$ cat src/rtl/mult_core.sv
// mult_core: sequential radix-2 shift-add multiplier.
// It serves the HPS multiplier conduits. A rising edge on m_start[0] captures
// the operands. The engine then processes one multiplier bit per clock. The
// result and the status flags appear DATA_W edges after the capture.
//
// Ports:
//   clk_clk        in   system clock
//   reset_reset_n  in   asynchronous active-low reset
//   m_start        in   CTRL_W  bit0 = start request level (rising edge launches)
//   m_reset        in   CTRL_W  bit0 = synchronous soft clear
//   m_in1          in   DATA_W  multiplicand
//   m_in2          in   DATA_W  multiplier
//   m_result       out  DATA_W  low half of the product, registered
//   m_done         out  CTRL_W  bit0 done, bit1 overflow, bit2 busy, rest 0
module mult_core #(
  parameter int DATA_W = 32,
  parameter int CTRL_W = 32,
  parameter int SIGNED = 0
) (
  input  logic              clk_clk,
  input  logic              reset_reset_n,
  input  logic [CTRL_W-1:0] m_start,
  input  logic [CTRL_W-1:0] m_reset,
  input  logic [DATA_W-1:0] m_in1,
  input  logic [DATA_W-1:0] m_in2,
  output logic [DATA_W-1:0] m_result,
  output logic [CTRL_W-1:0] m_done
);

  localparam int PW    = 2 * DATA_W;
  localparam int CNT_W = (DATA_W > 1) ? $clog2(DATA_W) : 1;
  localparam logic [CNT_W-1:0] LAST_CNT = CNT_W'(DATA_W - 1);

  typedef enum logic [1:0] {IDLE = 2'd0, RUN = 2'd1, DONE = 2'd2} state_t;

  // Operand magnitude. Signed mode takes the two's-complement absolute value.
  // The most negative value maps onto itself, which is its correct magnitude
  // when the result is read as unsigned.
  function automatic logic [DATA_W-1:0] magnitude(input logic [DATA_W-1:0] v);
    if (SIGNED != 0 && v[DATA_W-1]) return ~v + 1'b1;
    return v;
  endfunction

  // Reapply the sign that was stripped off by the sign-magnitude capture.
  function automatic logic [PW-1:0] finalise(input logic [PW-1:0] mag,
                                             input logic neg);
    if (neg) return ~mag + 1'b1;
    return mag;
  endfunction

  // Flags a product that does not fit in DATA_W bits. In signed mode the top
  // DATA_W+1 bits must all be sign copies.
  function automatic logic overflow_chk(input logic [PW-1:0] p);
    if (SIGNED != 0) return !((&p[PW-1:DATA_W-1]) || !(|p[PW-1:DATA_W-1]));
    return |p[PW-1:DATA_W];
  endfunction

  state_t              state_q, state_d;
  logic                start_q, start_d;
  logic                arm_q, arm_d;
  logic [DATA_W-1:0]   mcand_q, mcand_d;
  logic [DATA_W-1:0]   mplier_q, mplier_d;
  logic [PW-1:0]       acc_q, acc_d;
  logic [CNT_W-1:0]    cnt_q, cnt_d;
  logic                sign_q, sign_d;
  logic [DATA_W-1:0]   result_q, result_d;
  logic                done_q, done_d;
  logic                ovf_q, ovf_d;
  logic                busy_q, busy_d;

  logic                start_edge;
  logic [PW-1:0]       partial;
  logic [PW-1:0]       acc_sum;
  logic [PW-1:0]       product;
  logic                unused_ctrl;

  // The upper control bits carry no meaning for this block.
  assign unused_ctrl = ^{m_start[CTRL_W-1:1], m_reset[CTRL_W-1:1]};

  // arm_q is cleared only by the async reset. It is set once start has been
  // seen low. This keeps a start level held through reset from looking like
  // a fresh edge after release, because start_q itself resets to 0.
  assign start_edge = m_start[0] & ~start_q & arm_q;

  assign partial = mplier_q[0] ? ({{DATA_W{1'b0}}, mcand_q} << cnt_q) : '0;
  assign acc_sum = acc_q + partial;
  assign product = finalise(acc_sum, sign_q);

  always_comb begin
    state_d  = state_q;
    start_d  = m_start[0];
    arm_d    = arm_q | ~m_start[0];
    mcand_d  = mcand_q;
    mplier_d = mplier_q;
    acc_d    = acc_q;
    cnt_d    = cnt_q;
    sign_d   = sign_q;
    result_d = result_q;
    done_d   = done_q;
    ovf_d    = ovf_q;
    busy_d   = busy_q;

    if (m_reset[0]) begin
      // Soft clear wins over everything, including a simultaneous start edge.
      state_d  = IDLE;
      acc_d    = '0;
      cnt_d    = '0;
      result_d = '0;
      done_d   = 1'b0;
      ovf_d    = 1'b0;
      busy_d   = 1'b0;
    end else begin
      case (state_q)
        IDLE, DONE: begin
          if (start_edge) begin
            mcand_d  = magnitude(m_in1);
            mplier_d = magnitude(m_in2);
            sign_d   = (SIGNED != 0) ? (m_in1[DATA_W-1] ^ m_in2[DATA_W-1]) : 1'b0;
            acc_d    = '0;
            cnt_d    = '0;
            done_d   = 1'b0;
            ovf_d    = 1'b0;
            busy_d   = 1'b1;
            state_d  = RUN;
          end
        end
        RUN: begin
          acc_d    = acc_sum;
          mplier_d = mplier_q >> 1;
          cnt_d    = cnt_q + 1'b1;
          if (cnt_q == LAST_CNT) begin
            // The last bit is folded in combinationally, so the product is
            // final at this edge.
            result_d = product[DATA_W-1:0];
            ovf_d    = overflow_chk(product);
            done_d   = 1'b1;
            busy_d   = 1'b0;
            cnt_d    = '0;
            state_d  = DONE;
          end
        end
        default: state_d = IDLE;
      endcase
    end
  end

  always_ff @(posedge clk_clk or negedge reset_reset_n) begin
    if (!reset_reset_n) begin
      state_q  <= IDLE;
      start_q  <= 1'b0;
      arm_q    <= 1'b0;
      mcand_q  <= '0;
      mplier_q <= '0;
      acc_q    <= '0;
      cnt_q    <= '0;
      sign_q   <= 1'b0;
      result_q <= '0;
      done_q   <= 1'b0;
      ovf_q    <= 1'b0;
      busy_q   <= 1'b0;
    end else begin
      state_q  <= state_d;
      start_q  <= start_d;
      arm_q    <= arm_d;
      mcand_q  <= mcand_d;
      mplier_q <= mplier_d;
      acc_q    <= acc_d;
      cnt_q    <= cnt_d;
      sign_q   <= sign_d;
      result_q <= result_d;
      done_q   <= done_d;
      ovf_q    <= ovf_d;
      busy_q   <= busy_d;
    end
  end

  assign m_result = result_q;
  assign m_done   = CTRL_W'({busy_q, ovf_q, done_q});

endmodule

$ cat config.mk
export PLATFORM = sky130hd
export DESIGN_NAME = mult_core
export DESIGN_NICKNAME = d
export VERILOG_FILES = /design/src/rtl/mult_core.sv
export SDC_FILE = /design/constraint.sdc
export NUM_CORES = 1
export LEC_CHECK = 0
export ABC_AREA = 1
export BUFFER_PORTS_ARGS = -buffer_cell sky130_fd_sc_hd__buf_2
export CAP_MARGIN = 30
export CELL_PAD_IN_SITES_DETAIL_PLACEMENT = 1
export CELL_PAD_IN_SITES_GLOBAL_PLACEMENT = 1
export CORE_UTILIZATION = 30
export CTS_BUF_LIST = sky130_fd_sc_hd__clkbuf_4
export DETAILED_ROUTE_END_ITERATION = 7
export PLACE_DENSITY_LB_ADDON = 0.3
export SLEW_MARGIN = 20
export SYNTH_ARGS = -nofsm -noshare
export SYNTH_HDL_FRONTEND = slang
export SYNTH_SLANG_ARGS = --single-unit
export TNS_END_PERCENT = 30
$ cat constraint.sdc
create_clock -name clk_clk -period 3.2 [get_ports clk_clk]
set_input_delay 0.32 -clock clk_clk [delete_from_list [all_inputs] [get_ports clk_clk]]
set_output_delay 0.32 -clock clk_clk [all_outputs]
set_load 0.02 [all_outputs]
* Word level (Yosys, flattened, before mapping) *
Index checks and enable logic that the tools add are counted.
W data, S select, Z words.

storage, ports and cells
  register bits after elaboration = 172
  word-level logic and storage cells = 67
  latch bits = 0
  bits in read-only memories = 0
  memories = 0
  bits of input ports = 130
  memory bits (writable) = 0
  output and inout port bits = 64

operators by class
  bitwise logic cells = 6
  reduce and logical (&&, ||, !) cells = 13
  divide/modulo/power cells = 0
  shifts and indexed selects = 1
  multiplexer cells = 28
  equality and inequality tests = 6
  add/sub/neg operators = 2
  $mul = 0
  magnitude comparators = 0

operators by type and width
  operator               number
  $mux W64               3
  $mux W32               4
  $pmux W64 S2           1
  $add A64 B64 Y64       1
  $pmux W32 S2           1
  $shl A32 B5 Y64        1
  $reduce_or A32 Y1      1
  $mux W5                3
  $pmux W5 S2            1
  $reduce_and A3 Y1      3
  $mux W1                8
  $mux W2                3
  $ne A3 B3 Y1 const B   2
  $pmux W1 S2            3
  $reduce_and A2 Y1      3
  $reduce_bool A2 Y1     3
  $add A5 B1 Y5 const B  1
  $eq A5 B5 Y1 const B   1
  $pmux W2 S2            1
  $not A1 Y1             3
  $reduce_bool A3 Y1     1
  $and A1 B1 Y1          2
  $eq A2 B1 Y1 const B   1
  $eq A2 B2 Y1 const B   1
  4 further kinds        4

* Depth between registers and ports, before layout *
Gate-level depths: netlist (run 1).

  depth after elaboration = 7
  depth in mapped cells = 33
  mapped depth without buffers = 32

* Worst setup path after synthesis (run 1) *
No wires, ideal clock.

  path type = register -> register
  start = reg cnt_q[0]
  end = reg ovf_q
  setup time = 0.117 ns
  slack = -0.120 ns
  clock period less this slack = 3.320 ns
  data required time = 3.083 ns
  stages on the path, launching flop included = 30
  path buffers = 2
  arrival = 3.204 ns
  path through = dfrtp_1 clkbuf_1 clkinv_1 clkbuf_1 nand2_1 nand3_1 nand2_1 nor2_1 a31oi_1 nand2_1 o21ai_0 o22ai_1 ha_1 nand2_1 nor2_4 inv_2 nor2_4 inv_2 nor2_4 nand2_1 nand2_2 nand2_2 nand3_2 nand2_1 nor2_1 nand2_1 nor2_1 nand3_1 nand2_1 nand2_1

on the way
  longest elaborated chain between the ends = 7
  elaborated cells on any way between the ends = 10
  those cells by class = add/sub (1); eq/ne (2); shift (1); mux (4); reduce/logical (2)

RTL lines
  element                 line  text
  start, declared         64    logic [CNT_W-1:0] cnt_q, cnt_d;
  start signal, assigned  168   cnt_q <= cnt_d;
  $shl A32 B5 Y64         85    assign partial = mplier_q[0] ? ({{DATA_W{1'b0}}, mcand_q} << cnt_q) : '0;
  $mux W64                85
  $add A64 B64 Y64        86    assign acc_sum = acc_q + partial;
  $reduce_or A32 Y1       55    return |p[PW-1:DATA_W];
  $mux W1                 131   if (cnt_q == LAST_CNT) begin
  $pmux W1 S2             113   case (state_q)
  $mux W1                 103   if (m_reset[0]) begin
  end signal, assigned    172   ovf_q <= ovf_d;
  end, declared           68    logic ovf_q, ovf_d;

Parallel ways exist; a longest one is shown, timed or not. The select of a mux whose other input is x is not followed.
A chain may end at the register's enable or synchronous reset.

* Worst setup path after layout (run 1) *
Ends and elaborated chain as after synthesis.

==> flow_summary.json, run 1 <==
{
  "synth_flop_cell": "dfrtp_1",
  "fin_hold_ws_ps": 99.5,
  "post-dp-hpwl_um": 53400,
  "post_drt_wl_per_cell_um": 18.5,
  "post-place-ws_ps": -1230,
  "critPathRequiredTime_ps": 3880,
  "drv_slew": 0,
  "grt_max_degree": 77,
  "grt_usage_pct": 27.0,
  "drive_above_1_share_pct": 34.9,
  "critPathSlowestCell": "dfrtp_2",
  "period_share_pct": 124,
  "ys_seq_elements": 172,
  "antenna_left": 0,
  "htree_levels": 4,
  "dr.pass1.iters": 7,
  "antenna_found_initial": 4,
  "routed_wl_um": 68300,
  "first_global_vias": 18700,
  "setup_viol": 78,
  "fmax_mhz": 253,
  "root_buffer": "clkbuf_4",
  "path_clk_slew_ps": 190,
  "critical_path_class": "register to register",
  "grt_pass1_wl_um": 104000,
  "cap_violations": 0,
  "cpPeakStageDelay_ps": 480,
  "fin_ws_ps": -755,
  "final_common_cell": "nand2_1",
  "power.density_nw_per_um2": 608,
  "yosysUniqueCellTypes": 41,
  "leakage_nw": 11.9,
  "min_path_type": "primary input to asynchronous set/reset pin",
  "maxSlewHeadroom_pct": 37.7,
  "status": "complete, but fails checks",
  "synth_edf_count": 0,
  "cts_inserted_buffers": 17,
  "cp_num_buf_inv": 8,
  "cp_max_fo": 9,
  "rows": 81,
  "worstMarginPinSlew_ps": 935,
  "cts_tree": "built",
  "r2r_cells": 32,
  "clock-sinks": 172,
  "cp_top_family": "simple AND/OR/NAND/NOR gates",
  "cp-end-kind": "register",
  "initial_utilization_pct": 30.5,
  "layout_common_cells": "nand2_1, buf_4, inv_1",
  "clock_latency_ps": 790,
  "skew_ps": 58.3,
  "clockBufferDepth": 2,
  "fp.dieH_um": 225,
  "grt-ovfl-total": 0,
  "seq_area_frac_synth_pct": 28.8,
  "via_per_inst": 4.84,
  "finalNetCount": 3198,
  "dpl_cell_area_um2": 19200,
  "crit_path_start_kind": "register",
  "place_inst": 3550,
  "crit_top_cell": "nand2_1",
  "die-area_um2": 50800,
  "grt_setup_unrepaired": "true",
  "drc": 0,
  "yosys_warnings": 0,
  "portBuffers": 102,
  "r2r_start": "cnt_q[0]$_DFFE_PN0P_",
  "syn_area_per_cell_um2": 6.14,
  "finalSetupTns_ps": -26040,
  "gp_congestion": 0.969,
  "synthCells": 2435,
  "reg2reg_slack_ps": -760,
  "syn_to_final_growth_pct": 50.3,
  "vias": 17800,
  "syn_area_um2": 15000,
  "worst-endpoint-arrival_ps": 4640,
  "core_um2": 49100,
  "io-pin-count": 194,
  "fin_crit_ps": 3960,
  "stdcell_area_um2": 22500,
  "reg2reg_to": "ovf_q$_DFFE_PN0P_",
  "die_w_um": 225,
  "violations": "setup timing",
  "hold_viol": 0,
  "async_flop_share_pct": 100,
  "stdcell_count": 3682,
  "max-vdd-ir-drop_mv": 0.494,
  "first_iter_violations": 842
}
-- state kept, by name (all words and copies together) (netlist names) --
register and flops:
acc_q 64, m_result 32, mcand_q 32, mplier_q 32, cnt_q 5, state_q 2
arm_q 1, busy_q 1, done_q 1, ovf_q 1, start_q 1
-- how the worst max path moves through the flow --
stage | start | to | slack [ps] | cells after the start
after floorplan | cnt_q[0]$_DFFE_PN0P_ | ovf_q$_DFFE_PN0P_ | 20 | 28
after global placement | cnt_q[0]$_DFFE_PN0P_ | ovf_q$_DFFE_PN0P_ | -1280 | 26
after detailed placement | cnt_q[0]$_DFFE_PN0P_ | ovf_q$_DFFE_PN0P_ | -1230 | 24
after CTS | cnt_q[0]$_DFFE_PN0P_ | ovf_q$_DFFE_PN0P_ | -760 | 28
after global routing | cnt_q[0]$_DFFE_PN0P_ | ovf_q$_DFFE_PN0P_ | -1020 | 30
final | cnt_q[0]$_DFFE_PN0P_ | ovf_q$_DFFE_PN0P_ | -760 | 32
-- per-stage QoR --
stage	power (W)	util, %
5_1_grt	0.0146	45.8
3_3_place_gp	0.00994	39.1
6_report	0.0137	45.8
2_1_floorplan	0.00663	-
3_5_place_dp	0.0102	39.1
4_1_cts	0.0126	43.1
-- timing repair --
| action | CTS | global route |
|---|---|---|
| hold buffers | 68 | 0 |
| buffers inserted | 9 | 16 |
| setup endpoints to repair | 89 | 91 |
| gates resized for setup | 239 | 283 |
| endpoints found under the hold margin | 143 | 0 |
| pin swaps | 23 | 46 |
| gates cloned | 1 | 3 |
-- logic make-up (layout without fill, tap and decap cells) --
family	count (synthesis)	count (layout)	synth area share [%]
adders and majority gates	66	66	5.57
and+or+nand+nor	1263	1263	34.9
muxes	35	35	2.59
other	1	32	0.0251
buffers and inverters	517	1069	14.1
DFF	172	172	28.8
AOI/OAI and AO/OA	381	381	14.1
-- cell type report --
cell class                      instances  area (um2)
Clock buffer                           17         128
Inverter                              409        1540
Multi-Input combinational cell       1774       10600
Timing Repair Buffer                  628        4860
Clock inverter                         15         211
Antenna cell                            3        7.51
Tap cell                              664         831
Fill cell                            6344       26600
Sequential cell                       172        4310
-- worst reg2reg max path, delay by kind of cell (launching register included) --
family / cells / cell delay [ps]
AND/OR/NAND/NOR: 20 / 1650
buffers and inverters: 8 / 1020
flip-flops: 1 / 480
AO/OA/AOI/OAI: 3 / 370
adder cells (fa/ha/maj): 1 / 360
-- Yosys cell counts, types with 16 or more instances --
| master | instances | area (um2) |
|---|---|---|
| nand2_1 | 905 | 3400 |
| inv_1 | 380 | 1430 |
| o21ai_0 | 207 | 1040 |
| dfrtp_1 | 172 | 4300 |
| nor2_1 | 145 | 544 |
| nand3_1 | 101 | 505 |
| a21oi_1 | 71 | 355 |
| ha_1 | 65 | 813 |
| clkbuf_1 | 46 | 173 |
| buf_4 | 35 | 263 |
| o22ai_1 | 32 | 200 |
| nor2_2 | 31 | 194 |
| o211ai_1 | 31 | 233 |
| inv_2 | 25 | 93.8 |
| mux2_1 | 20 | 225 |
| a22o_1 | 16 | 140 |
| buf_1 | 16 | 60.1 |
-- layer usage --
metal	up-vias	wire, um	GRT usage (%)
met3	99	2030	3.36
li1	8711	-	-
met1	8694	30600	34.5
met5	-	8	0
met2	321	33500	46.4
met4	2	2200	9.87
-- power breakdown --
group | internal (W) | total (W) | switching (W)
clock | 0.000451 | 0.00153 | 0.00108
combinational | 0.00387 | 0.00898 | 0.00510
sequential | 0.00272 | 0.00316 | 0.000437
No activity file was read; power rests on OpenSTA's default activity.
==> run 2: changes to the inputs <==
--- a/config.mk
+++ b/config.mk
@@ -14,6 +14,7 @@
 export CTS_BUF_LIST = sky130_fd_sc_hd__clkbuf_4
 export DETAILED_ROUTE_END_ITERATION = 7
 export PLACE_DENSITY_LB_ADDON = 0.3
+export RECOVER_POWER = 25
 export SLEW_MARGIN = 20
 export SYNTH_ARGS = -nofsm -noshare
 export SYNTH_HDL_FRONTEND = slang
==> run 2 against run 1 <==
Against the previous run: the run ends with capacitance limit, slew limit, setup timing left; total power about the same; clock skew about the same; final cell count unchanged; combinational power barely moved; sequential power about the same; maximum frequency hardly changed; non-clock buffer count unchanged; worst hold slack improved by 170 ps; die area did not move; register-to-register slack barely moved; via count shrank 0.22%; setup slack improved by 1.1 ps; critical endpoint unchanged; highest routed layer unchanged.
==> flow_summary.json, run 2 (same netlist as run 1, synthesis figures left out) <==
{
  "status": "complete, but fails checks",
  "violations": "capacitance limit, slew limit, setup timing",
  "multiInputGateArea_um2": 10600,
  "cp_max_fo": 9,
  "gp_congestion": 0.969,
  "antenna_left": 0,
  "route.met3.wl_um": 2110,
  "p_switching_w": 0.00662,
  "largest_register": "acc_q",
  "die-area_um2": 50800,
  "top_layer_used": "met5",
  "grt_max_degree": 77,
  "syn_to_final_growth_pct": 50.2,
  "dpl_cell_area_um2": 19200,
  "power.density_nw_per_um2": 608,
  "p_clk_share_pct": 11.2,
  "finalNetCount": 3198,
  "regArea_um2": 4310,
  "critPathRequiredTime_ps": 3870,
  "first_iter_violations": 835,
  "r2r_start": "cnt_q[0]$_DFFE_PN0P_",
  "cp-end-kind": "register",
  "critical_path_class": "register to register",
  "grt_setup_unrepaired": "true",
  "fmax_mhz": 253,
  "root_buffer": "clkbuf_4",
  "grt_pass1_wl_um": 104000,
  "portBuffers": 102,
  "hold_viol": 0,
  "cts_inserted_buffers": 17,
  "clockBufferDepth": 2,
  "seqPwrFrac_pct": 23.1,
  "core_um2": 49100,
  "rows": 81,
  "leakage_nw": 11.9,
  "final_common_cell": "nand2_1",
  "htree_levels": 4,
  "fillers": 6345,
  "reg2reg_slack_ps": -750,
  "min_path_type": "primary input to register",
  "critPathLaunch": "cnt_q[0]$_DFFE_PN0P_",
  "post_drt_wl_per_cell_um": 18.5,
  "swShare_pct": 48.4,
  "total_power_w": 0.0137,
  "fin_crit_ps": 3950,
  "path_clk_slew_ps": 190,
  "vias": 17800,
  "p_comb_share_pct": 65.7,
  "drv_slew": 76,
  "stdcell_area_um2": 22500,
  "intPower_w": 0.00705,
  "layout_common_cells": "nand2_1, buf_4, inv_1",
  "drive_above_1_share_pct": 34.9,
  "clock_latency_ps": 780,
  "fp.dieH_um": 225,
  "cts_tree": "built",
  "cap_violations": 1,
  "fin_ws_ps": -754,
  "via_per_inst": 4.83,
  "r2r_cells": 27,
  "grt_usage_pct": 27.0,
  "initial_utilization_pct": 30.5,
  "io-pin-count": 194,
  "antenna_found_initial": 4,
  "worstMarginPinSlew_ps": 2230,
  "wl_met1_um": 30400,
  "crit_path_start_kind": "register",
  "met2_length_um": 33600,
  "first_global_vias": 18700,
  "setup_viol": 78,
  "max-vdd-ir-drop_mv": 0.494,
  "worst-endpoint-arrival_ps": 4630,
  "post-dp-hpwl_um": 53400,
  "dr.pass1.iters": 5,
  "endpoint": "ovf_q$_DFFE_PN0P_",
  "largest_register_ffs": 64,
  "routed_wl_um": 68200,
  "grt-ovfl-total": 0,
  "die_w_um": 225,
  "clock-sinks": 172,
  "drc": 0,
  "skew_ps": 58.1,
  "reg2reg_to": "ovf_q$_DFFE_PN0P_",
  "maxSlewHeadroom_pct": -48.4,
  "period_share_pct": 124
}
## run 2: cell count changes in the layout (fill, tap and decap cells not counted), sizes merged
| cell | change |
|---|---|
| buf | -1 |
| clkbuf | +1 |
## run 2: worst min path at each step
stage	from	endpoint	depth (start not counted)
floorplan	reset_reset_n	acc_q[0]$_DFFE_PN0P_	0
global placement	reset_reset_n	mcand_q[17]$_DFFE_PN0P_	1
global route	m_start[0]	start_q$_DFF_PN0_	2
finish	m_start[0]	start_q$_DFF_PN0_	2
CTS	reset_reset_n	acc_q[36]$_DFFE_PN0P_	2
detailed placement	reset_reset_n	mcand_q[17]$_DFFE_PN0P_	1
## run 2: metrics by stage
stage                     utilization [%]  std cells  hold slack, ps  setup slack (ps)  TNS [ps]
final                                45.8       3682             266              -754    -25850
after global routing                 45.8       3682             219             -1020    -43760
after CTS                            43.1       3660            34.3              -759    -25530
after detailed placement             39.1       3550             422             -1230    -51180
after global placement               39.1       3550             417             -1280    -46180
after floorplan                         -       2463            24.4              20.8         0
## run 2: power by group through the flow
stage	Clock (W)	Sequential (W)	Combinational, W
final	0.00153	0.00316	0.00898
after global routing	0.00166	0.00323	0.00967
after CTS	0.00160	0.00313	0.00789
after detailed placement	0	0.00315	0.00703
after global placement	0	0.00311	0.00683
after floorplan	0	0.00298	0.00365
## run 2: routing by layer
layer	up-vias	GRT usage (%)
met5	-	0
met4	2	9.87
met3	99	3.36
met2	321	46.4
met1	8652	34.5
li1	8714	-
## run 2: critical path, cell delays in order, from the launching register on
cell	delay, ps
dfrtp_2	480
buf_6	150
clkbuf_16	160
nand2_2	80
nand3_2	90
nand2_1	80
nor2_1	60
a31oi_2	210
nand2_1	80
o21ai_1	90
buf_4	160
o22ai_1	110
ha_4	340
nand2_1	90
buf_4	150
nor2_2	200
nand2_2	140
nor3_4	240
and2_1	160
nand2_2	70
nand3_1	90
nand2_2	110
nor2_4	130
nand2_1	70
nor2_1	110
nand3_1	90
nand2_1	60
nand2_1	40
## run 2: area by class of cell
| class | instances | area share (%) |
|---|---|---|
| clock buffer | 17 | 0.568 |
| multi-input combinational | 1774 | 47.2 |
| timing repair buffer | 628 | 21.6 |
| tap | 664 | 3.70 |
| sequential | 172 | 19.2 |
| inverter | 409 | 6.85 |
| antenna | 3 | 0.0334 |
| clock inverter | 15 | 0.941 |
## run 2: timing repair
action	4_1_cts	5_1_grt
setup endpoints to repair	89	91
gates resized for setup	239	283
hold endpoints to repair	143	0
setup buffers	9	16
hold buffers	68	0
pin swaps	23	46
cloned	1	3
==> run 3: changes to the inputs <==
--- a/config.mk
+++ b/config.mk
@@ -13,8 +13,10 @@
 export CORE_UTILIZATION = 30
 export CTS_BUF_LIST = sky130_fd_sc_hd__clkbuf_4
 export DETAILED_ROUTE_END_ITERATION = 7
+export HOLD_SLACK_MARGIN = 0.03
 export PLACE_DENSITY_LB_ADDON = 0.3
 export RECOVER_POWER = 25
+export SKIP_CTS_REPAIR_TIMING = 1
 export SLEW_MARGIN = 20
 export SYNTH_ARGS = -nofsm -noshare
 export SYNTH_HDL_FRONTEND = slang
==> run 3 against run 2 <==
Against the previous run: the run still ends with capacitance limit, slew limit, setup timing left; clock skew up 8.0 ps; sequential power hardly changed; clock power hardly changed; total power is 5.2% higher; critical path depth stayed put; register-to-register slack got worse by 60 ps; worst hold slack worse by 220 ps; flip-flop and latch count unchanged; combinational power grew 7.5%; wire length grew 1.8%; final cell count is essentially flat; largest cell class unchanged; largest power group unchanged.
==> flow_summary.json, run 3 (same netlist as run 1, synthesis figures left out) <==
{
  "multiInputGateArea_um2": 11200,
  "antenna_found_initial": 2,
  "die-area_um2": 50800,
  "critPathRequiredTime_ps": 3910,
  "skew_ps": 66.1,
  "fin_ws_ps": -809,
  "initial_utilization_pct": 30.5,
  "period_share_pct": 125,
  "min_path_type": "primary input to register",
  "root_buffer": "clkbuf_4",
  "grt_max_degree": 77,
  "fin_crit_ps": 4010,
  "routed_wl_um": 69400,
  "grt_usage_pct": 25.7,
  "largest_register": "acc_q",
  "rows": 81,
  "p_switching_w": 0.00699,
  "first_iter_violations": 959,
  "finalNetCount": 3199,
  "portBuffers": 102,
  "htree_levels": 4,
  "dr.pass1.iters": 5,
  "gp_congestion": 0.969,
  "violations": "capacitance limit, slew limit, setup timing",
  "syn_to_final_growth_pct": 54.4,
  "drv_slew": 76,
  "worstMarginPinSlew_ps": 2210,
  "grt-ovfl-total": 0,
  "swShare_pct": 48.7,
  "setup_viol": 81,
  "total_power_w": 0.0144,
  "antenna_left": 0,
  "crit_path_start_kind": "register",
  "layout_common_cells": "nand2_1, buf_4, inv_1",
  "cp-end-kind": "register",
  "io-pin-count": 194,
  "cp_max_fo": 9,
  "grt_setup_unrepaired": "true",
  "post_drt_wl_per_cell_um": 18.8,
  "seqPwrFrac_pct": 22.1,
  "maxSlewHeadroom_pct": -47.6,
  "post-dp-hpwl_um": 53400,
  "fillers": 6283,
  "stdcell_count": 3683,
  "clock-sinks": 172,
  "p_comb_share_pct": 67.1,
  "post-place-ws_ps": -1230,
  "largest_register_ffs": 64,
  "p_clk_share_pct": 10.7,
  "final_core_util_pct": 47.1,
  "max-vdd-ir-drop_mv": 0.483,
  "finalSetupTns_ps": -24510,
  "fmax_mhz": 249,
  "power.density_nw_per_um2": 622,
  "place_inst": 3550,
  "core_um2": 49100,
  "cap_violations": 1,
  "clock_latency_ps": 820,
  "first_global_vias": 17700,
  "final_common_cell": "nand2_1",
  "path_clk_slew_ps": 190,
  "vias": 18000,
  "cts_tree": "built",
  "clockBufferDepth": 2,
  "die_w_um": 225,
  "status": "complete, but fails checks",
  "worst-endpoint-arrival_ps": 4720,
  "fp.dieH_um": 225,
  "intPower_w": 0.00737,
  "regArea_um2": 4310,
  "via_per_inst": 4.88,
  "cts_inserted_buffers": 17,
  "leakage_nw": 12.0,
  "critical_path_class": "register to register",
  "drive_above_1_share_pct": 37.2,
  "grt_pass1_wl_um": 97900,
  "drc": 0,
  "hold_viol": 0
}
[run 3: area by class of cell]
cell class / instances / share of cell area [%]
multi-input combinational: 1774 / 48.3
timing repair buffer: 629 / 21.3
sequential: 172 / 18.6
inverter: 409 / 6.69
tap: 664 / 3.60
clock inverter: 15 / 0.915
clock buffer: 17 / 0.552
antenna: 3 / 0.0325
[run 3: path summary, 6_finish.rpt]
kind | cells after the start | to | startpoint | slack (ps)
setup / recovery | 27 | ovf_q$_DFFE_PN0P_ | cnt_q[0]$_DFFE_PN0P_ | -810
hold / removal | 6 | state_q[1]$_DFFE_PN0P_ | m_reset[0] | 50
setup reg to reg | 27 | ovf_q$_DFFE_PN0P_ | cnt_q[0]$_DFFE_PN0P_ | -810
hold reg to reg | 2 | arm_q$_DFF_PN0_ | arm_q$_DFF_PN0_ | 480
max in group asynchronous | 2 | cnt_q[0]$_DFFE_PN0P_ | reset_reset_n | 1050
min in group asynchronous | 2 | acc_q[27]$_DFFE_PN0P_ | reset_reset_n | 650
[run 3: stage by stage]
step | hold slack [ps] | instance area, um2
finish | 50.6 | 23100
global route | 16.4 | 23100
CTS | -525 | 19500
detailed placement | 422 | 19200
global placement | 417 | 19200
floorplan | 24.4 | 15100
[run 3: worst max-delay path, cell delays in order, from the launching register on]
cell and delay [ps]:
dfrtp_2 480, buf_6 150, clkbuf_16 170, nand2_1 110
nand3_1 130, nand2_1 110, nor2_1 50, a31oi_2 180
nand2_1 90, o21ai_0 80, buf_4 170, nor2_1 70
ha_4 330, nand2_1 110, nor2_1 220, buf_4 160
nand2_2 90, nor3_4 230, and2_1 150, nand2_1 100
nand3_1 100, nand2_2 120, nor2_4 140, nand2_1 60
nor2_1 100, nand3_1 90, nand2_1 70, nand2_1 50
[run 3: power groups by stage]
stage | clock, W | sequential [W] | combinational [W]
floorplan | 0 | 0.00298 | 0.00365
global placement | 0 | 0.00311 | 0.00683
detailed placement | 0 | 0.00315 | 0.00703
CTS | 0.00160 | 0.00310 | 0.00706
global route | 0.00168 | 0.00324 | 0.0104
finish | 0.00154 | 0.00318 | 0.00965
[run 3: metal layers]
layer | GRT usage [%] | routed length [um]
met5 | 0 | 0
met4 | 8.23 | 2120
met3 | 3.55 | 2660
met2 | 43.4 | 34300
met1 | 33.5 | 30300
